$ cat config.mk
export PLATFORM = sky130hd
export DESIGN_NAME = spi_slave
export DESIGN_NICKNAME = d
export VERILOG_FILES = /design/src/rtl/spi_pkg.sv /design/src/rtl/spi_sync.sv /design/src/rtl/spi_slave.sv
export SDC_FILE = /design/constraint.sdc
export NUM_CORES = 1
export LEC_CHECK = 0
export CAP_MARGIN = 20
export CORE_ASPECT_RATIO = 0.7
export CORE_MARGIN = 3
export CORE_UTILIZATION = 40
export CTS_BUF_LIST = sky130_fd_sc_hd__clkbuf_2
export CTS_CLUSTER_DIAMETER = 150
export DETAILED_ROUTE_END_ITERATION = 16
export PLACE_DENSITY = 0.69
export SLEW_MARGIN = 30
export SYNTH_ARGS = -nofsm -noshare
export SYNTH_HDL_FRONTEND = slang
export SYNTH_SLANG_ARGS = --single-unit
$ cat constraint.sdc
create_clock -name i_clk -period 3.34 [get_ports i_clk]
set_input_delay 0.501 -clock i_clk [delete_from_list [all_inputs] [get_ports i_clk]]
set_output_delay 0.501 -clock i_clk [all_outputs]
set_load 0.02 [all_outputs]
$ cat src/rtl/spi_pkg.sv
// Shared types and helpers for the SPI slave: config payload, FSM states, bit-order helpers.
package spi_pkg;

    localparam int unsigned BYTE_W    = 8;
    localparam int unsigned BIT_CNT_W = 3;
    localparam int unsigned CFG_W     = 4;

    // Field order matches the config write word: bit3 cpol .. bit0 cs_active_high.
    typedef struct packed {
        logic cpol;
        logic cpha;
        logic lsb_first;
        logic cs_active_high;
    } spi_cfg_t;

    typedef enum logic [1:0] {
        ST_IDLE  = 2'd0,
        ST_LOAD  = 2'd1,
        ST_SHIFT = 2'd2
    } spi_state_e;

    function automatic logic first_bit(input logic [BYTE_W-1:0] b, input logic lsb_first);
        return lsb_first ? b[0] : b[BYTE_W-1];
    endfunction

    function automatic logic [BYTE_W-1:0] shift_out(input logic [BYTE_W-1:0] b, input logic lsb_first);
        return lsb_first ? (b >> 1) : (b << 1);
    endfunction

endpackage

$ cat src/rtl/spi_sync.sv
// Multi-flop synchronizer for one asynchronous SPI pin, with edge strobes in the i_clk domain.
module spi_sync #(
    parameter int unsigned SYNC_STAGES = 2,
    parameter logic        RST_VAL     = 1'b0
) (
    input  logic clk,
    input  logic rst,
    input  logic d,
    output logic q,
    output logic rise_c,
    output logic fall_c
);

    logic [SYNC_STAGES-1:0] stages;
    logic                   q_prev;

    always_ff @(posedge clk or posedge rst) begin
        if (rst) begin
            stages <= {SYNC_STAGES{RST_VAL}};
            q_prev <= RST_VAL;
        end else begin
            stages <= (stages << 1) | SYNC_STAGES'(d);
            q_prev <= stages[SYNC_STAGES-1];
        end
    end

    assign q      = stages[SYNC_STAGES-1];
    assign rise_c = q & ~q_prev;
    assign fall_c = ~q & q_prev;

endmodule

$ cat src/rtl/spi_slave.sv
// SPI slave, all four modes, selectable bit order and CS polarity, one-byte TX holding register.
// Optional error strobes (o_rx_overrun, o_tx_underrun) when SPI_SLAVE_ERR_EN is defined.
module spi_slave
    import spi_pkg::*;
#(
    parameter int unsigned        SYNC_STAGES = 2,
    parameter logic [BYTE_W-1:0]  FILL_BYTE   = 8'hFF
) (
    input  logic              i_clk,
    input  logic              i_rst,
    input  logic              i_config_valid,
    input  logic [CFG_W-1:0]  i_config_data,
    input  logic              i_tx_data_valid,
    input  logic [BYTE_W-1:0] i_tx_data_byte,
    output logic              o_tx_ready,
    output logic              o_rx_data_valid,
    output logic [BYTE_W-1:0] o_rx_data_byte,
    input  logic              i_spi_sclk,
    input  logic              i_spi_cs,
    input  logic              i_spi_mosi,
    output logic              o_spi_miso,
    output logic              o_spi_miso_oe
`ifdef SPI_SLAVE_ERR_EN
    ,
    output logic              o_rx_overrun,
    output logic              o_tx_underrun
`endif
);

    spi_cfg_t              cfg;
    spi_state_e            state, state_nxt;
    logic [BIT_CNT_W-1:0]  bit_cnt;
    logic [BYTE_W-1:0]     tx_shift, rx_shift, hold_byte;
    logic                  hold_valid;

    logic sclk_q_unused, sclk_rise_c, sclk_fall_c;
    logic cs_q, cs_rise_unused, cs_fall_unused;
    logic mosi_q, mosi_rise_unused, mosi_fall_unused;

    spi_sync #(.SYNC_STAGES(SYNC_STAGES), .RST_VAL(1'b0)) u_sync_sclk (
        .clk(i_clk), .rst(i_rst), .d(i_spi_sclk),
        .q(sclk_q_unused), .rise_c(sclk_rise_c), .fall_c(sclk_fall_c)
    );
    // CS resets to the inactive level of the default active-low polarity.
    spi_sync #(.SYNC_STAGES(SYNC_STAGES), .RST_VAL(1'b1)) u_sync_cs (
        .clk(i_clk), .rst(i_rst), .d(i_spi_cs),
        .q(cs_q), .rise_c(cs_rise_unused), .fall_c(cs_fall_unused)
    );
    spi_sync #(.SYNC_STAGES(SYNC_STAGES), .RST_VAL(1'b0)) u_sync_mosi (
        .clk(i_clk), .rst(i_rst), .d(i_spi_mosi),
        .q(mosi_q), .rise_c(mosi_rise_unused), .fall_c(mosi_fall_unused)
    );

    logic              cs_active_c, lead_c, trail_c, sample_c, drive_c, byte_done_c;
    logic [BYTE_W-1:0] load_byte_c, rx_next_c;

    // The CPHA=0 trailing edge that closes a byte must not shift the freshly loaded byte.
    assign cs_active_c = cfg.cs_active_high ? cs_q : ~cs_q;
    assign lead_c      = cfg.cpol ? sclk_fall_c : sclk_rise_c;
    assign trail_c     = cfg.cpol ? sclk_rise_c : sclk_fall_c;
    assign sample_c    = cfg.cpha ? trail_c : lead_c;
    assign drive_c     = (cfg.cpha ? lead_c : trail_c) && (cfg.cpha || (bit_cnt != '0));
    assign byte_done_c = (state == ST_SHIFT) && sample_c && (bit_cnt == BIT_CNT_W'(BYTE_W - 1));
    assign load_byte_c = hold_valid ? hold_byte : FILL_BYTE;
    assign rx_next_c   = cfg.lsb_first ? {mosi_q, rx_shift[BYTE_W-1:1]}
                                       : {rx_shift[BYTE_W-2:0], mosi_q};

    always_ff @(posedge i_clk or posedge i_rst) begin
        if (i_rst) state <= ST_IDLE;
        else       state <= state_nxt;
    end

    always_comb begin
        state_nxt = state;
        case (state)
            ST_IDLE:  if (cs_active_c) state_nxt = ST_LOAD;
            ST_LOAD:  state_nxt = ST_SHIFT;
            ST_SHIFT: if (byte_done_c) state_nxt = ST_LOAD;
            default:  state_nxt = ST_IDLE;
        endcase
        if (!cs_active_c) state_nxt = ST_IDLE;
    end

    // Datapath: config, holding register, shifters and registered outputs.
    always_ff @(posedge i_clk or posedge i_rst) begin
        if (i_rst) begin
            cfg             <= '0;
            bit_cnt         <= '0;
            tx_shift        <= '0;
            rx_shift        <= '0;
            hold_byte       <= '0;
            hold_valid      <= 1'b0;
            o_tx_ready      <= 1'b1;
            o_rx_data_valid <= 1'b0;
            o_rx_data_byte  <= '0;
            o_spi_miso      <= 1'b0;
            o_spi_miso_oe   <= 1'b0;
        end else begin
            o_rx_data_valid <= 1'b0;
            if (state == ST_IDLE && i_config_valid) cfg <= spi_cfg_t'(i_config_data);

            if (state == ST_LOAD && hold_valid) begin
                hold_valid <= 1'b0;
                o_tx_ready <= 1'b1;
            end else if (i_tx_data_valid && o_tx_ready) begin
                hold_byte  <= i_tx_data_byte;
                hold_valid <= 1'b1;
                o_tx_ready <= 1'b0;
            end

            case (state)
                ST_LOAD: begin
                    bit_cnt <= '0;
                    if (cfg.cpha) begin
                        tx_shift <= load_byte_c;
                    end else begin
                        o_spi_miso <= first_bit(load_byte_c, cfg.lsb_first);
                        tx_shift   <= shift_out(load_byte_c, cfg.lsb_first);
                    end
                end
                ST_SHIFT: begin
                    if (sample_c) begin
                        rx_shift <= rx_next_c;
                        bit_cnt  <= bit_cnt + BIT_CNT_W'(1);
                    end
                    if (drive_c) begin
                        o_spi_miso <= first_bit(tx_shift, cfg.lsb_first);
                        tx_shift   <= shift_out(tx_shift, cfg.lsb_first);
                    end
                    if (byte_done_c && cs_active_c) begin
                        o_rx_data_valid <= 1'b1;
                        o_rx_data_byte  <= rx_next_c;
                    end
                end
                default: ;
            endcase

            if (state_nxt == ST_IDLE) o_spi_miso <= 1'b0;
            o_spi_miso_oe <= (state_nxt != ST_IDLE);
        end
    end

`ifdef SPI_SLAVE_ERR_EN
    // Overrun: a new byte completes while the previous strobe is still being presented.
    always_ff @(posedge i_clk or posedge i_rst) begin
        if (i_rst) begin
            o_rx_overrun  <= 1'b0;
            o_tx_underrun <= 1'b0;
        end else begin
            o_rx_overrun  <= byte_done_c && cs_active_c && o_rx_data_valid;
            o_tx_underrun <= (state == ST_LOAD) && !hold_valid;
        end
    end
`endif

endmodule

# ---- After elaboration in Yosys (flattened, before gate mapping)
# Index checks and enable logic that the tools add are counted.
dict set report classes {
  n_addsub 1
  multipliers 0
  div_mod_pow 0
  order_cmp 0
  n_eq_ne 7
  n_shift 0
  muxes 29
  bitwise_logic 9
  n_reduce_logical 21
}
# op count
set ops {}
lappend ops {{$mux 8} 6}
lappend ops {{$mux 1} 16}
lappend ops {{$pmux 8 s2} 1}
lappend ops {{$reduce_and 2->1} 5}
lappend ops {{$logic_and 1x1->1} 7}
lappend ops {{$ne 3x2->1 const B} 2}
lappend ops {{$or 2x1->2} 3}
lappend ops {{$pmux 2 s3} 1}
lappend ops {{$pmux 3 s2} 1}
lappend ops {{$reduce_bool 2->1} 3}
lappend ops {{$reduce_bool 3->1} 2}
lappend ops {{$logic_not 2->1} 2}
lappend ops {{$mux 2} 2}
lappend ops {{$ne 2x2->1 const B} 2}
lappend ops {{$not 1->1} 4}
lappend ops {{$add 3x1->3 const B} 1}
lappend ops {{$eq 3x3->1 const B} 1}
lappend ops {{$mux 3} 1}
lappend ops {{$reduce_and 3->1} 1}
lappend ops {{$and 1x1->1} 2}
lappend ops {{$eq 2x1->1 const B} 1}
lappend ops {{$eq 2x2->1 const B} 1}
lappend ops {{$pmux 1 s2} 1}
lappend ops {{$logic_or 1x1->1} 1}
dict set report word_totals {
  register_bits 53
  latch_bits 0
  ram_bits 0
  romBits 0
  elab_cells 86
  memories 0
}

# ---- Depth between registers and ports, before layout
dict set report logic_depth {
  ltp_word 12
  depth_mapped 8
}

# ---- By module
# A second synthesis with hierarchy kept.
dict set report unflattened {
  cells_unflattened 232
  hier_area_um2 2721.4
}
# module n_inst cells_per_inst area_each_um2
set by_module_without_submodules {}
lappend by_module_without_submodules {spi_slave 1 214 2436.1}
lappend by_module_without_submodules {{spi_sync at u_sync_mosi ...} 2 6 93.8}
lappend by_module_without_submodules {{spi_sync at u_sync_cs} 1 6 97.6}

# ---- Least setup slack after synthesis
# No wires, ideal clock.
dict set report synth_timing {
  path_kind {register to register}
  from {register state[0]}
  to {register rx_shift[0]}
  setup_ns 0.125
  arrival_ns 1.635
  required_ns 3.215
  setup_slack_ns 1.581
  stages_incl_launch_ff 8
  synth_period_minus_slack_ns 1.759
  cell_sequence {dfrtp_1 -> inv_1 -> ha_1 -> buf_2 -> nand3b_1 -> mux2i_4 -> buf_4 -> mux2_2}
}
dict set report synth_between {
  elab_chain_cells 2
}
# item line_no
set synth_lines {}
lappend synth_lines {{start, declared} spi_slave.sv:31} ;# spi_state_e state, state_nxt;
lappend synth_lines {{start signal, assigned} spi_slave.sv:70} ;# else state <= state_nxt;
lappend synth_lines {{$eq 2x2->1} spi_slave.sv:111} ;# case (state)
lappend synth_lines {{$reduce_and 2->1 (no source line)} n/a}
lappend synth_lines {{end signal, assigned} spi_slave.sv:123} ;# rx_shift <= rx_next_c;
lappend synth_lines {{end, declared} spi_slave.sv:33} ;# logic [BYTE_W-1:0] tx_shift, rx_shift, hold_byte;
# Every way passes these cells.
# A chain may end at the register's enable or synchronous reset.

# ---- Worst setup path in the final report
dict set report layout_timing {
  from {register state[0]}
  to {register rx_shift[3]}
}
# The elaborated chain is that of the path after synthesis.

==> metrics <==
dpl hpwl=3480 microns; die area=7750 sq um; R2R cell count=6; sequential share of the synthesized area=49.5%; Routed wire per std cell=14.0 microns; H-tree depth=2; Fin. Hold Viols=0; r2r startpoint=state[0]; fin nets=273; largest family of logic cells by synthesized area=multiplexers; post-layout min period=2.38 ns; Yosys reg bits=53; clock skew=0.0238 ns; Leak Pwr=1.38 nW; layout cells sized above 1=22.2%; RSZ-0062 raised after global routing=no; Pre-Repair DR Iteration Count=4; Resize count post-CTS=0; gpl congestion=0.723; Starting Density=42.2%; CP Launch Type=flop; Post-DRT Antenna Nets=0; Post-Syn Nets=244; CTS tree=yes; Post-synth EDFFs=0; Slew Viols, Final=0; Hold-fix buffers, CTS=0; I/O Buffers=30; # IOs=31; Die Y-Extent=74.6 microns; XOR/XNOR Fraction of Synth Area=0.931%; synth unique cells=43; Max-cap violations=0; vias in the first global route=1702; vias=1659; Worst Hold Class=in -> async; final WL=4740 microns; post-synthesis compound-gate area fraction=8.47%; CTS Buffer Depth=2; flop-to-flop setup slack=0.96 ns; Syn Area/Cell=12.3 sq um; pin count of the biggest net entering global routing=33; most used flip-flop cell after synthesis=dfrtp_1; clock sinks=53; worst-margin pin slew=0.615 ns; Worst Path Arrival=2.73 ns; Adder-Cell Fraction of Synth Area=3.26%; CTS Buf Count=5; mux share of post-synthesis cell area=26.2%; Req. time, crit path=3.69 ns; Residual DRC=0; root buffer cell=clkbuf_2; placed inst area=3070 sq um; VDD IR max=0.000283 V; Post-Synthesis Cell Area=2690 sq um; setup violators final=0; PD cells=750 nW/um^2; Setup Buffers After CTS=0; Yosys warnings=0; row cnt=24; status=finished, final reports clean; maximum clock rate=0.420 GHz; DR iter-0 viols=79; crit end category=flop; Synth Instances=218; area grow syn2layout=15.5%; clk_lat worst skew=0.42 ns; core region area=6370 sq um; initial antenna violation count=0; CP Class=reg -> reg; commonest non-fill, non-tap cell in the layout=dfrtp_1; first-pass GRT wire length=8030 microns; clk slew on worst S/H paths=0.26 ns; Post-Synth Simple-Gate Area=7.22%; R2R Path End=rx_shift[3]; total track usage=12.8%; asr flop ratio synth=100%; grt total ovfl=0; Die X-Extent=104 microns; # diodes=0; DR vias/cell=4.89; CP max FO=19; Slew headroom=59.0%; Setup TNS Final=0 ns; period utilisation layout=71.3%; final instance area=3100 sq um; most frequent cells in the layout=dfrtp_1, mux2_2, clkdlybuf4s50_1
==> report_power, final <==
| part | switching [mW] | internal [mW] |
|---|---|---|
| combinational | 0.505 | 0.546 |
| clock | 0.196 | 0.0560 |
| sequential | 0.186 | 0.838 |
| total | 0.888 | 1.44 |
==> stage by stage <==
step	hold WS, ns	std cells	setup WS, ns	power, mW	utilization [%]
final	0.345	339	0.958	2.33	48.8
after global routing	0.354	339	0.764	2.50	48.8
after CTS	0.347	339	0.932	2.35	48.8
after detailed placement	0.336	331	0.964	2.10	48.2
after global placement	0.333	331	1.04	2.08	48.2
after floorplan	0.331	218	1.56	1.87	-
==> how the worst max path moves through the flow <==
stage / slack [ns] / depth (start not counted) / from / endpoint
floorplan: 1.56 / 1 / i_rst / bit_cnt[0]
global placement: 1.04 / 6 / state[0] / rx_shift[3]
detailed placement: 0.96 / 6 / state[0] / rx_shift[3]
CTS: 0.93 / 6 / state[0] / rx_shift[3]
global route: 0.76 / 6 / state[0] / rx_shift[1]
finish: 0.96 / 6 / state[0] / rx_shift[3]
==> cells by family (layout without fill, tap and decap cells) <==
family / Yosys count / in the layout
muxes: 63 / 63
DFF: 53 / 53
xor gates and xnor gates: 2 / 2
and+or+nand+nor: 34 / 34
AOI/OAI and AO/OA: 32 / 32
buffers and inverters: 27 / 57
adders and majority gates: 7 / 7
==> registers in the layout, summed over array words and instances, names as in the netlist, 2 cells and up <==
register / cells
u_sync_cs.stages: 2
u_sync_mosi.stages: 2
o_rx_data_byte: 8
rx_shift: 8
bit_cnt: 3
state: 2
cfg: 4
u_sync_sclk.stages: 2
hold_byte: 8
tx_shift: 8
==> Yosys cell counts, drive strengths merged (2+ instances only) <==
cell	n	area share (%)
nor2	7	0.98
a22oi	6	1.7
nand2b	4	0.93
dfrtp	50	47
buf	8	1.8
mux2i	26	10
nand2	9	1.3
ha	7	3.3
o211ai	2	0.56
dfstp	3	2.9
clkbuf	3	0.42
o21ai	6	1.1
a21oi	7	1.7
mux2	37	16
nand3	3	1.0
inv	16	2.2
nand3b	3	0.84
==> cell type report <==
| cell class | count | area [sq um] |
|---|---|---|
| Multi-Input combinational cell | 138 | 1240 |
| Timing Repair Buffer | 33 | 323 |
| Clock buffer | 7 | 35.0 |
| Clock inverter | 1 | 3.75 |
| Inverter | 16 | 60.1 |
| Sequential cell | 53 | 1330 |
| Tap cell | 91 | 114 |
| Fill cell | 604 | 3260 |
==> metal layers <==
metal / vias up / GRT usage, % / routed length [microns] / part of all wire, %
met4: 0 / 2.65 / 17 / 0.36
li1: 831 / - / - / -
met1: 805 / 18.0 / 2570 / 54
met5: - / 0 / 0 / 0
met2: 21 / 20.1 / 1930 / 41
met3: 2 / 3.64 / 219 / 4.6
==> worst max-delay path: stages (launching register included) <==
cell	delay, ns
dfrtp_1	0.48
inv_1	0.11
ha_1	0.56
nand3b_1	0.21
mux2i_4	0.37
buf_4	0.26
mux2_2	0.35
No activity file was read; power rests on OpenSTA's default activity.
